--- config.mk ---
export PLATFORM = sky130hd
export DESIGN_NAME = clock_timekeeper_flat
export DESIGN_NICKNAME = d
export VERILOG_FILES = /design/src/rtl/clock_pkg.sv /design/src/rtl/clock_timekeeper_if.sv /design/src/rtl/clock_timekeeper_bcd_mod_counter.sv /design/src/rtl/clock_timekeeper.sv /design/src/flat_wrapper.sv
export SDC_FILE = /design/constraint.sdc
export NUM_CORES = 1
export LEC_CHECK = 0
export CAP_MARGIN = 20
export CORE_UTILIZATION = 43
export CTS_CLUSTER_SIZE = 12
export DETAILED_ROUTE_END_ITERATION = 10
export PLACE_DENSITY = 0.77
export SETUP_SLACK_MARGIN = 0.4
export SLEW_MARGIN = 20
export SYNTH_ARGS = -nofsm -noshare
export SYNTH_HDL_FRONTEND = slang
export SYNTH_SLANG_ARGS = --single-unit
--- constraint.sdc ---
create_clock -name clk -period 1.9 [get_ports clk]
set_clock_uncertainty 0.05 [all_clocks]
set_input_delay 0.38 -clock clk [delete_from_list [all_inputs] [get_ports clk]]
set_output_delay 0.38 -clock clk [all_outputs]
set_load 0.1 [all_outputs]
--- src/rtl/clock_pkg.sv ---
// Shared constants and types for the clock datapath (tick divider and timekeeper).
package clock_pkg;
  localparam int unsigned BCD_W      = 4;
  localparam int unsigned SEC_TENS_W = 3;
  localparam int unsigned MIN_TENS_W = 3;
  localparam int unsigned HR_TENS_W  = 2;

  localparam int unsigned SEC_MAX    = 59;
  localparam int unsigned MIN_MAX    = 59;
  localparam int unsigned HR24_MIN   = 0;
  localparam int unsigned HR24_MAX   = 23;
  localparam int unsigned HR12_MIN   = 1;
  localparam int unsigned HR12_MAX   = 12;
  localparam int unsigned HR12_PM_AT = 11;

  typedef logic [BCD_W-1:0]      bcd_t;
  typedef logic [SEC_TENS_W-1:0] sec_tens_t;
  typedef logic [MIN_TENS_W-1:0] min_tens_t;
  typedef logic [HR_TENS_W-1:0]  hr_tens_t;

  // Count enable from the 1 Hz divider: high for exactly one clk cycle per second.
  typedef logic tick_t;
endpackage

--- src/rtl/clock_timekeeper_if.sv ---
// Control inputs and BCD time outputs of the timekeeper, grouped as one bundle.
interface clock_timekeeper_if;
  import clock_pkg::*;

  tick_t     tick;
  logic      set_en;
  logic      inc_hr;
  logic      inc_min;
  logic      clr_sec;
  bcd_t      sec_ones;
  sec_tens_t sec_tens;
  bcd_t      min_ones;
  min_tens_t min_tens;
  bcd_t      hr_ones;
  hr_tens_t  hr_tens;
  logic      pm;
  logic      pulse_min;
  logic      pulse_day;

  modport master (
    output tick, set_en, inc_hr, inc_min, clr_sec,
    input  sec_ones, sec_tens, min_ones, min_tens, hr_ones, hr_tens,
    input  pm, pulse_min, pulse_day
  );

  modport slave (
    input  tick, set_en, inc_hr, inc_min, clr_sec,
    output sec_ones, sec_tens, min_ones, min_tens, hr_ones, hr_tens,
    output pm, pulse_min, pulse_day
  );
endinterface

--- src/rtl/clock_timekeeper_bcd_mod_counter.sv ---
// Two-digit BCD modulo counter: MAX_VAL wraps to WRAP_VAL, optional AM/PM flag
// that toggles when stepping off TOG_VAL with tog_en_i set.
module bcd_mod_counter
  import clock_pkg::*;
#(
  parameter int unsigned TENS_W   = 3,
  parameter int unsigned MAX_VAL  = 59,
  parameter int unsigned WRAP_VAL = 0,
  parameter int unsigned RST_VAL  = 0,
  parameter int unsigned TOG_VAL  = 0,
  parameter bit          PM_EN    = 1'b0
) (
  input  logic              clk,
  input  logic              rst,
  input  logic              inc_i,
  input  logic              clr_i,
  input  logic              tog_en_i,
  output bcd_t              ones_o,
  output logic [TENS_W-1:0] tens_o,
  output logic              at_max_o,
  output logic              pm_o
);
  typedef logic [TENS_W-1:0] tens_t;

  localparam bcd_t  MAX_O  = bcd_t'(MAX_VAL % 10);
  localparam tens_t MAX_T  = tens_t'(MAX_VAL / 10);
  localparam bcd_t  WRAP_O = bcd_t'(WRAP_VAL % 10);
  localparam tens_t WRAP_T = tens_t'(WRAP_VAL / 10);
  localparam bcd_t  RST_O  = bcd_t'(RST_VAL % 10);
  localparam tens_t RST_T  = tens_t'(RST_VAL / 10);
  localparam bcd_t  TOG_O  = bcd_t'(TOG_VAL % 10);
  localparam tens_t TOG_T  = tens_t'(TOG_VAL / 10);

  bcd_t  ones_q, ones_d;
  tens_t tens_q, tens_d;
  logic  pm_q, pm_d;
  logic  at_max, at_tog;

  assign at_max = (tens_q == MAX_T) && (ones_q == MAX_O);
  assign at_tog = (tens_q == TOG_T) && (ones_q == TOG_O);

  always_comb begin
    ones_d = ones_q;
    tens_d = tens_q;
    pm_d   = pm_q;
    if (clr_i) begin
      ones_d = WRAP_O;
      tens_d = WRAP_T;
    end else if (inc_i) begin
      if (at_max) begin
        ones_d = WRAP_O;
        tens_d = WRAP_T;
      end else if (ones_q == bcd_t'(9)) begin
        ones_d = '0;
        tens_d = tens_q + tens_t'(1);
      end else begin
        ones_d = ones_q + bcd_t'(1);
      end
      if (PM_EN && tog_en_i && at_tog) pm_d = ~pm_q;
    end
  end

  always_ff @(posedge clk) begin
    if (rst) begin
      ones_q <= RST_O;
      tens_q <= RST_T;
      pm_q   <= 1'b0;
    end else begin
      ones_q <= ones_d;
      tens_q <= tens_d;
      pm_q   <= pm_d;
    end
  end

  assign ones_o   = ones_q;
  assign tens_o   = tens_q;
  assign at_max_o = at_max;
  assign pm_o     = pm_q;
endmodule

--- src/rtl/clock_timekeeper.sv ---
// Time-of-day core: BCD HH:MM:SS advanced by the 1 Hz tick, with a set mode
// for hours/minutes and one-cycle minute/day rollover pulses.
module clock_timekeeper
  import clock_pkg::*;
#(
  parameter bit HOURS_24 = 1'b1
) (
  input  logic               clk,
  input  logic               rst,
  clock_timekeeper_if.slave  tk
);
  localparam int unsigned HR_MAX  = HOURS_24 ? HR24_MAX : HR12_MAX;
  localparam int unsigned HR_WRAP = HOURS_24 ? HR24_MIN : HR12_MIN;
  localparam int unsigned HR_RST  = HOURS_24 ? HR24_MIN : HR12_MAX;

  logic run_tick;
  logic sec_inc, sec_clr, min_inc, hr_inc;
  logic sec_at_max, min_at_max, hr_at_max;
  logic hr_half;
  logic sec_pm, min_pm, hr_pm;
  logic unused_pm;
  logic pulse_min_q, pulse_min_d;
  logic pulse_day_q, pulse_day_d;

  // set_en sampled this cycle decides the mode; tick never leaks into set mode.
  assign run_tick = tk.tick & ~tk.set_en;
  assign sec_inc  = run_tick;
  assign sec_clr  = tk.set_en & tk.clr_sec;
  assign min_inc  = (run_tick & sec_at_max) | (tk.set_en & tk.inc_min);
  assign hr_inc   = (run_tick & sec_at_max & min_at_max) | (tk.set_en & tk.inc_hr);
  assign hr_half  = (tk.hr_tens == hr_tens_t'(HR12_PM_AT / 10)) &&
                    (tk.hr_ones == bcd_t'(HR12_PM_AT % 10));

  bcd_mod_counter #(
    .TENS_W  (SEC_TENS_W),
    .MAX_VAL (SEC_MAX),
    .WRAP_VAL(0),
    .RST_VAL (0),
    .TOG_VAL (0),
    .PM_EN   (1'b0)
  ) u_sec (
    .clk     (clk),
    .rst     (rst),
    .inc_i   (sec_inc),
    .clr_i   (sec_clr),
    .tog_en_i(1'b0),
    .ones_o  (tk.sec_ones),
    .tens_o  (tk.sec_tens),
    .at_max_o(sec_at_max),
    .pm_o    (sec_pm)
  );

  bcd_mod_counter #(
    .TENS_W  (MIN_TENS_W),
    .MAX_VAL (MIN_MAX),
    .WRAP_VAL(0),
    .RST_VAL (0),
    .TOG_VAL (0),
    .PM_EN   (1'b0)
  ) u_min (
    .clk     (clk),
    .rst     (rst),
    .inc_i   (min_inc),
    .clr_i   (1'b0),
    .tog_en_i(1'b0),
    .ones_o  (tk.min_ones),
    .tens_o  (tk.min_tens),
    .at_max_o(min_at_max),
    .pm_o    (min_pm)
  );

  // pm toggles only on a tick-driven 11->12 step, never on a set-mode increment.
  bcd_mod_counter #(
    .TENS_W  (HR_TENS_W),
    .MAX_VAL (HR_MAX),
    .WRAP_VAL(HR_WRAP),
    .RST_VAL (HR_RST),
    .TOG_VAL (HR12_PM_AT),
    .PM_EN   (!HOURS_24)
  ) u_hr (
    .clk     (clk),
    .rst     (rst),
    .inc_i   (hr_inc),
    .clr_i   (1'b0),
    .tog_en_i(run_tick),
    .ones_o  (tk.hr_ones),
    .tens_o  (tk.hr_tens),
    .at_max_o(hr_at_max),
    .pm_o    (hr_pm)
  );

  assign unused_pm = sec_pm ^ min_pm;

  always_comb begin
    pulse_min_d = run_tick & sec_at_max;
    pulse_day_d = run_tick & sec_at_max & min_at_max & (HOURS_24 ? hr_at_max : hr_half);
  end

  always_ff @(posedge clk) begin
    if (rst) begin
      pulse_min_q <= 1'b0;
      pulse_day_q <= 1'b0;
    end else begin
      pulse_min_q <= pulse_min_d;
      pulse_day_q <= pulse_day_d;
    end
  end

  assign tk.pm        = HOURS_24 ? 1'b0 : hr_pm;
  assign tk.pulse_min = pulse_min_q;
  assign tk.pulse_day = pulse_day_q;
endmodule

--- src/flat_wrapper.sv ---
// flat-port wrapper written by rule: the top's interface ports become plain ports
module clock_timekeeper_flat import clock_pkg::*;
#(
  parameter bit HOURS_24 = 1'b1
)
  (clk, rst, tk_tick, tk_set_en, tk_inc_hr, tk_inc_min, tk_clr_sec, tk_sec_ones, tk_sec_tens, tk_min_ones, tk_min_tens, tk_hr_ones, tk_hr_tens, tk_pm, tk_pulse_min, tk_pulse_day);
  clock_timekeeper_if tk_i ();
  input  logic clk;
  input  logic rst;
  input wire logic [$bits(tk_i.tick)-1:0] tk_tick;
  input wire logic [$bits(tk_i.set_en)-1:0] tk_set_en;
  input wire logic [$bits(tk_i.inc_hr)-1:0] tk_inc_hr;
  input wire logic [$bits(tk_i.inc_min)-1:0] tk_inc_min;
  input wire logic [$bits(tk_i.clr_sec)-1:0] tk_clr_sec;
  output wire logic [$bits(tk_i.sec_ones)-1:0] tk_sec_ones;
  output wire logic [$bits(tk_i.sec_tens)-1:0] tk_sec_tens;
  output wire logic [$bits(tk_i.min_ones)-1:0] tk_min_ones;
  output wire logic [$bits(tk_i.min_tens)-1:0] tk_min_tens;
  output wire logic [$bits(tk_i.hr_ones)-1:0] tk_hr_ones;
  output wire logic [$bits(tk_i.hr_tens)-1:0] tk_hr_tens;
  output wire logic [$bits(tk_i.pm)-1:0] tk_pm;
  output wire logic [$bits(tk_i.pulse_min)-1:0] tk_pulse_min;
  output wire logic [$bits(tk_i.pulse_day)-1:0] tk_pulse_day;
  assign tk_i.tick = tk_tick;
  assign tk_i.set_en = tk_set_en;
  assign tk_i.inc_hr = tk_inc_hr;
  assign tk_i.inc_min = tk_inc_min;
  assign tk_i.clr_sec = tk_clr_sec;
  assign tk_sec_ones = tk_i.sec_ones;
  assign tk_sec_tens = tk_i.sec_tens;
  assign tk_min_ones = tk_i.min_ones;
  assign tk_min_tens = tk_i.min_tens;
  assign tk_hr_ones = tk_i.hr_ones;
  assign tk_hr_tens = tk_i.hr_tens;
  assign tk_pm = tk_i.pm;
  assign tk_pulse_min = tk_i.pulse_min;
  assign tk_pulse_day = tk_i.pulse_day;
  clock_timekeeper #(.HOURS_24(HOURS_24)) u_core (.clk(clk), .rst(rst), .tk(tk_i));
endmodule
==> implementation parameters <==
Parameter                              Value

Cells and area
  N_diodes ... 0
  Leading cell type in the layout, fill and taps excluded ... sky130_fd_sc_hd__buf_4
  Layout Nets ... 202
  Fin area ... 2080 um^2
  Final design utilization ... 0.840
  Share of final-layout standard cells stronger than drive strength 1 ... 0.527
  Post-route non-filler standard cell count ... 214
  Area growth from synthesis to final layout ... 83.6%
  Commonest cells after routing, fill and taps aside ... sky130_fd_sc_hd__buf_4 (25), sky130_fd_sc_hd__buf_12 (21), sky130_fd_sc_hd__nor2_1 (12), sky130_fd_sc_hd__dfxtp_4 (12), sky130_fd_sc_hd__a21oi_1 (10)

GRT
  Vias in the first global route ... 1,075
  Most Used Layer, Global Route ... met2
  Met2 capacity usage during global routing ... 0.471
  Global routing usage on met3 ... 0.0115
  Met1 Usage GRT ... 0.276
  Maximum number of pins on one net before global-route repair ... 16
  GRT Util Overall ... 0.248
  Global-route wire length before repair ... 5.00 mm
  Initial antenna violation count ... 0
  GR Overflow Total ... 0

Worst setup path
  Startpoint types ... flip-flop
  Path type of the worst setup path ... flip-flop to flip-flop
  Data required time of the critical path ... 2120 ps
  Critical path data arrival time ... 1990 ps
  RR Startpoint ... u_core.u_min.ones_o[1]
  Worst stage delay on the critical path ... 490 ps
  Worst Reg2Reg Path Length in Cells ... 7
  Critical-path top delay cell ... sky130_fd_sc_hd__or4b_1
  Number of cells on the critical path ... 7
  Critical path, cell by cell ... inv_4 > ha_4 > and3b_2 > and3_4 > a22oi_2 > or4b_1 > a21oi_1
  Category of cells accounting for the largest share of critical-path delay ... simple AND/OR/NAND/NOR gates
  Count of buffer and inverter cells on the critical path ... 1
  Largest fanout of any net on the critical path ... 6
  Capturing element type of the critical path ... flip-flop
  Crit path from ... u_core.u_min.ones_o[1]

Synthesis
  Flop and latch count out of synthesis ... 22
  Distinct cell type count of the synthesized netlist ... 37
  Average footprint of a synthesized cell ... 8.79 um^2
  Number of enable-type register cells in the synthesized netlist ... 0
  Ys Warns ... 0
  Nets in the synthesized netlist ... 146
  Proportion of synthesized flip-flops having asynchronous set or reset ... 0
  Prevailing post-synth register cell ... sky130_fd_sc_hd__dfxtp_1
  Post-synthesis instance total ... 129
  Sequential element share of the synthesized area ... 0.389
  Combined area of all synthesized cells ... 1130 um^2

Floorplan
  Core Box Area ... 2480 um^2
  Ports ... 30
  Horiz. Die Dim ... 53.3 um
  Die footprint ... 2850 um^2
  Vert. Die Dim ... 53.3 um
  Number of placement rows ... 18
  Effective utilization at floorplan ... 0.458

Place
  Port bufs ... 28
  Dpl ws ... -143 ps
  Placed Cells ... 191
  Half-perimeter wire length after detailed placement ... 2.06 mm
  Post-placement cell area ... 1820 um^2
  Placer Congestion ... 0.693

Clock tree
  Number of levels the H-tree was split into ... 1
  Clock slew at the register clock pins of the worst setup and hold paths ... 130 ps
  Number of buffers created by CTS ... 3
  CTS tree ... done
  Largest buffer count on any clock path ... 2
  TritonCTS Sinks ... 22
  CTS Root Cell ... sky130_fd_sc_hd__clkbuf_4
  Clock network latency to the later pin of the worst-skew pair ... 330 ps
  Hold buffer count at cts ... 0

Detailed routing
  DRT Wirelength ... 3.34 mm
  Number of iterations in the first detailed-routing pass ... 4
  Via total after detailed routing ... 1,184
  ANT nets after route ... 0
  Residual DRC count ... 0
  Starting DRT DRC Count ... 19
  Via-to-Cell Ratio ... 5.53
  Routed length per instance ... 15.6 um

Timing
  Maximum frequency from static timing analysis ... 565 MHz
  Worst setup margin ... 131 ps
  Pins Over Slew Limit ... 0
  Post-route fraction of the period consumed by the critical path ... 0.931
  Final Hold Fails ... 0
  Shortest period the worst path allows ... 1770 ps
  Setup repair after global routing missed its margin ... true
  Setup TNS ... 0 ps
  Post-Route Hold Slack ... 490 ps
  Final-report setup violation count ... 0

Power
  Maximum vdd drop ... 0.486 mV
  Power after layout ... 1.05 mW
  P per Cell Area ... 503 nW/um^2
  Leak pwr ... 0.814 nW

Hold path
  Hold Path Stages ... 2
  Class of the tightest hold or removal check ... flip-flop to flip-flop
  Worst Min Path Start ... u_core.u_min.ones_o[2]

Status
  Status ... completed

Flow run
  Number of violations of the max-capacitance limit ... 0
[worst register-to-register path, stage by stage (launching register included)]
cell	delay, ps
sky130_fd_sc_hd__dfxtp_4	380
sky130_fd_sc_hd__inv_4	60
sky130_fd_sc_hd__ha_4	110
sky130_fd_sc_hd__and3b_2	190
sky130_fd_sc_hd__and3_4	210
sky130_fd_sc_hd__a22oi_2	90
sky130_fd_sc_hd__or4b_1	490
sky130_fd_sc_hd__a21oi_1	130
[layer usage]
metal  vias up  wire [um]
met4         0         99
met5         -          0
met1       573       1350
li1        567          -
met2        35       1770
met3         9        118
[final timing paths]
kind                            endpoint  slack, ps
hold reg to reg   u_core.u_min.ones_o[2]        490
setup reg to reg   u_core.u_hr.tens_o[1]        130
setup / recovery   u_core.u_hr.tens_o[1]        130
hold / removal    u_core.u_min.ones_o[2]        490
[state kept, by name, summed over array words and instances (netlist names)]
name	flops
u_core.u_min.ones_o	4
u_core.u_sec.ones_o	4
u_core.u_sec.tens_o	3
u_core.u_min.tens_o	3
u_core.tk.pulse_min	1
u_core.tk.pulse_day	1
u_core.u_hr.ones_o	4
u_core.u_hr.tens_o	2
[report_power, final]
| part | switching (mW) | leakage [nW] | internal [mW] | total [mW] |
|---|---|---|---|---|
| Sequential | 0.0104 | 0.191 | 0.457 | 0.467 |
| Clock | 0.161 | 0.0279 | 0.214 | 0.375 |
| Combinational | 0.118 | 0.595 | 0.0866 | 0.204 |
| Total | 0.290 | 0.814 | 0.757 | 1.05 |
[what timing repair did]
item,CTS,global route
pin swaps,13,11
gates cloned,1,0
gates resized for setup,11,12
setup endpoints to repair,19,17
setup buffers,10,8
[cell families (layout without fill, tap and decap cells)]
logic type	Yosys count	after routing	synth area share
adders and majority gates	10	10	0.110
AOI/OAI and AO/OA	26	27	0.138
muxes	2	2	0.0177
buffers and inverters	13	67	0.0541
and+or+nand+nor	49	49	0.242
xor gates and xnor gates	6	6	0.0464
other	1	1	0.00331
DFF	22	22	0.389
[synthesized netlist by cell type (3+ instances only)]
library cell | instances | area share
sky130_fd_sc_hd__nand2_1 | 9 | 0.030
sky130_fd_sc_hd__o21ai_0 | 6 | 0.026
sky130_fd_sc_hd__or3_1 | 3 | 0.017
sky130_fd_sc_hd__ha_1 | 10 | 0.11
sky130_fd_sc_hd__inv_1 | 7 | 0.023
sky130_fd_sc_hd__nor2_1 | 13 | 0.043
sky130_fd_sc_hd__xor2_1 | 3 | 0.023
sky130_fd_sc_hd__a21oi_1 | 13 | 0.057
sky130_fd_sc_hd__nor3_1 | 5 | 0.022
sky130_fd_sc_hd__xnor2_1 | 3 | 0.023
sky130_fd_sc_hd__dfxtp_1 | 22 | 0.39
[layout make-up]
cell class / count / area (um^2)
Multi-Input combinational cell: 95 / 751
Timing Repair Buffer: 56 / 714
Sequential cell: 22 / 494
Fill cell: 133 / 397
Tap cell: 30 / 37.5
Inverter: 7 / 31.3
Clock inverter: 1 / 30.0
Clock buffer: 3 / 22.5
Power figures use the tool's default switching activity.
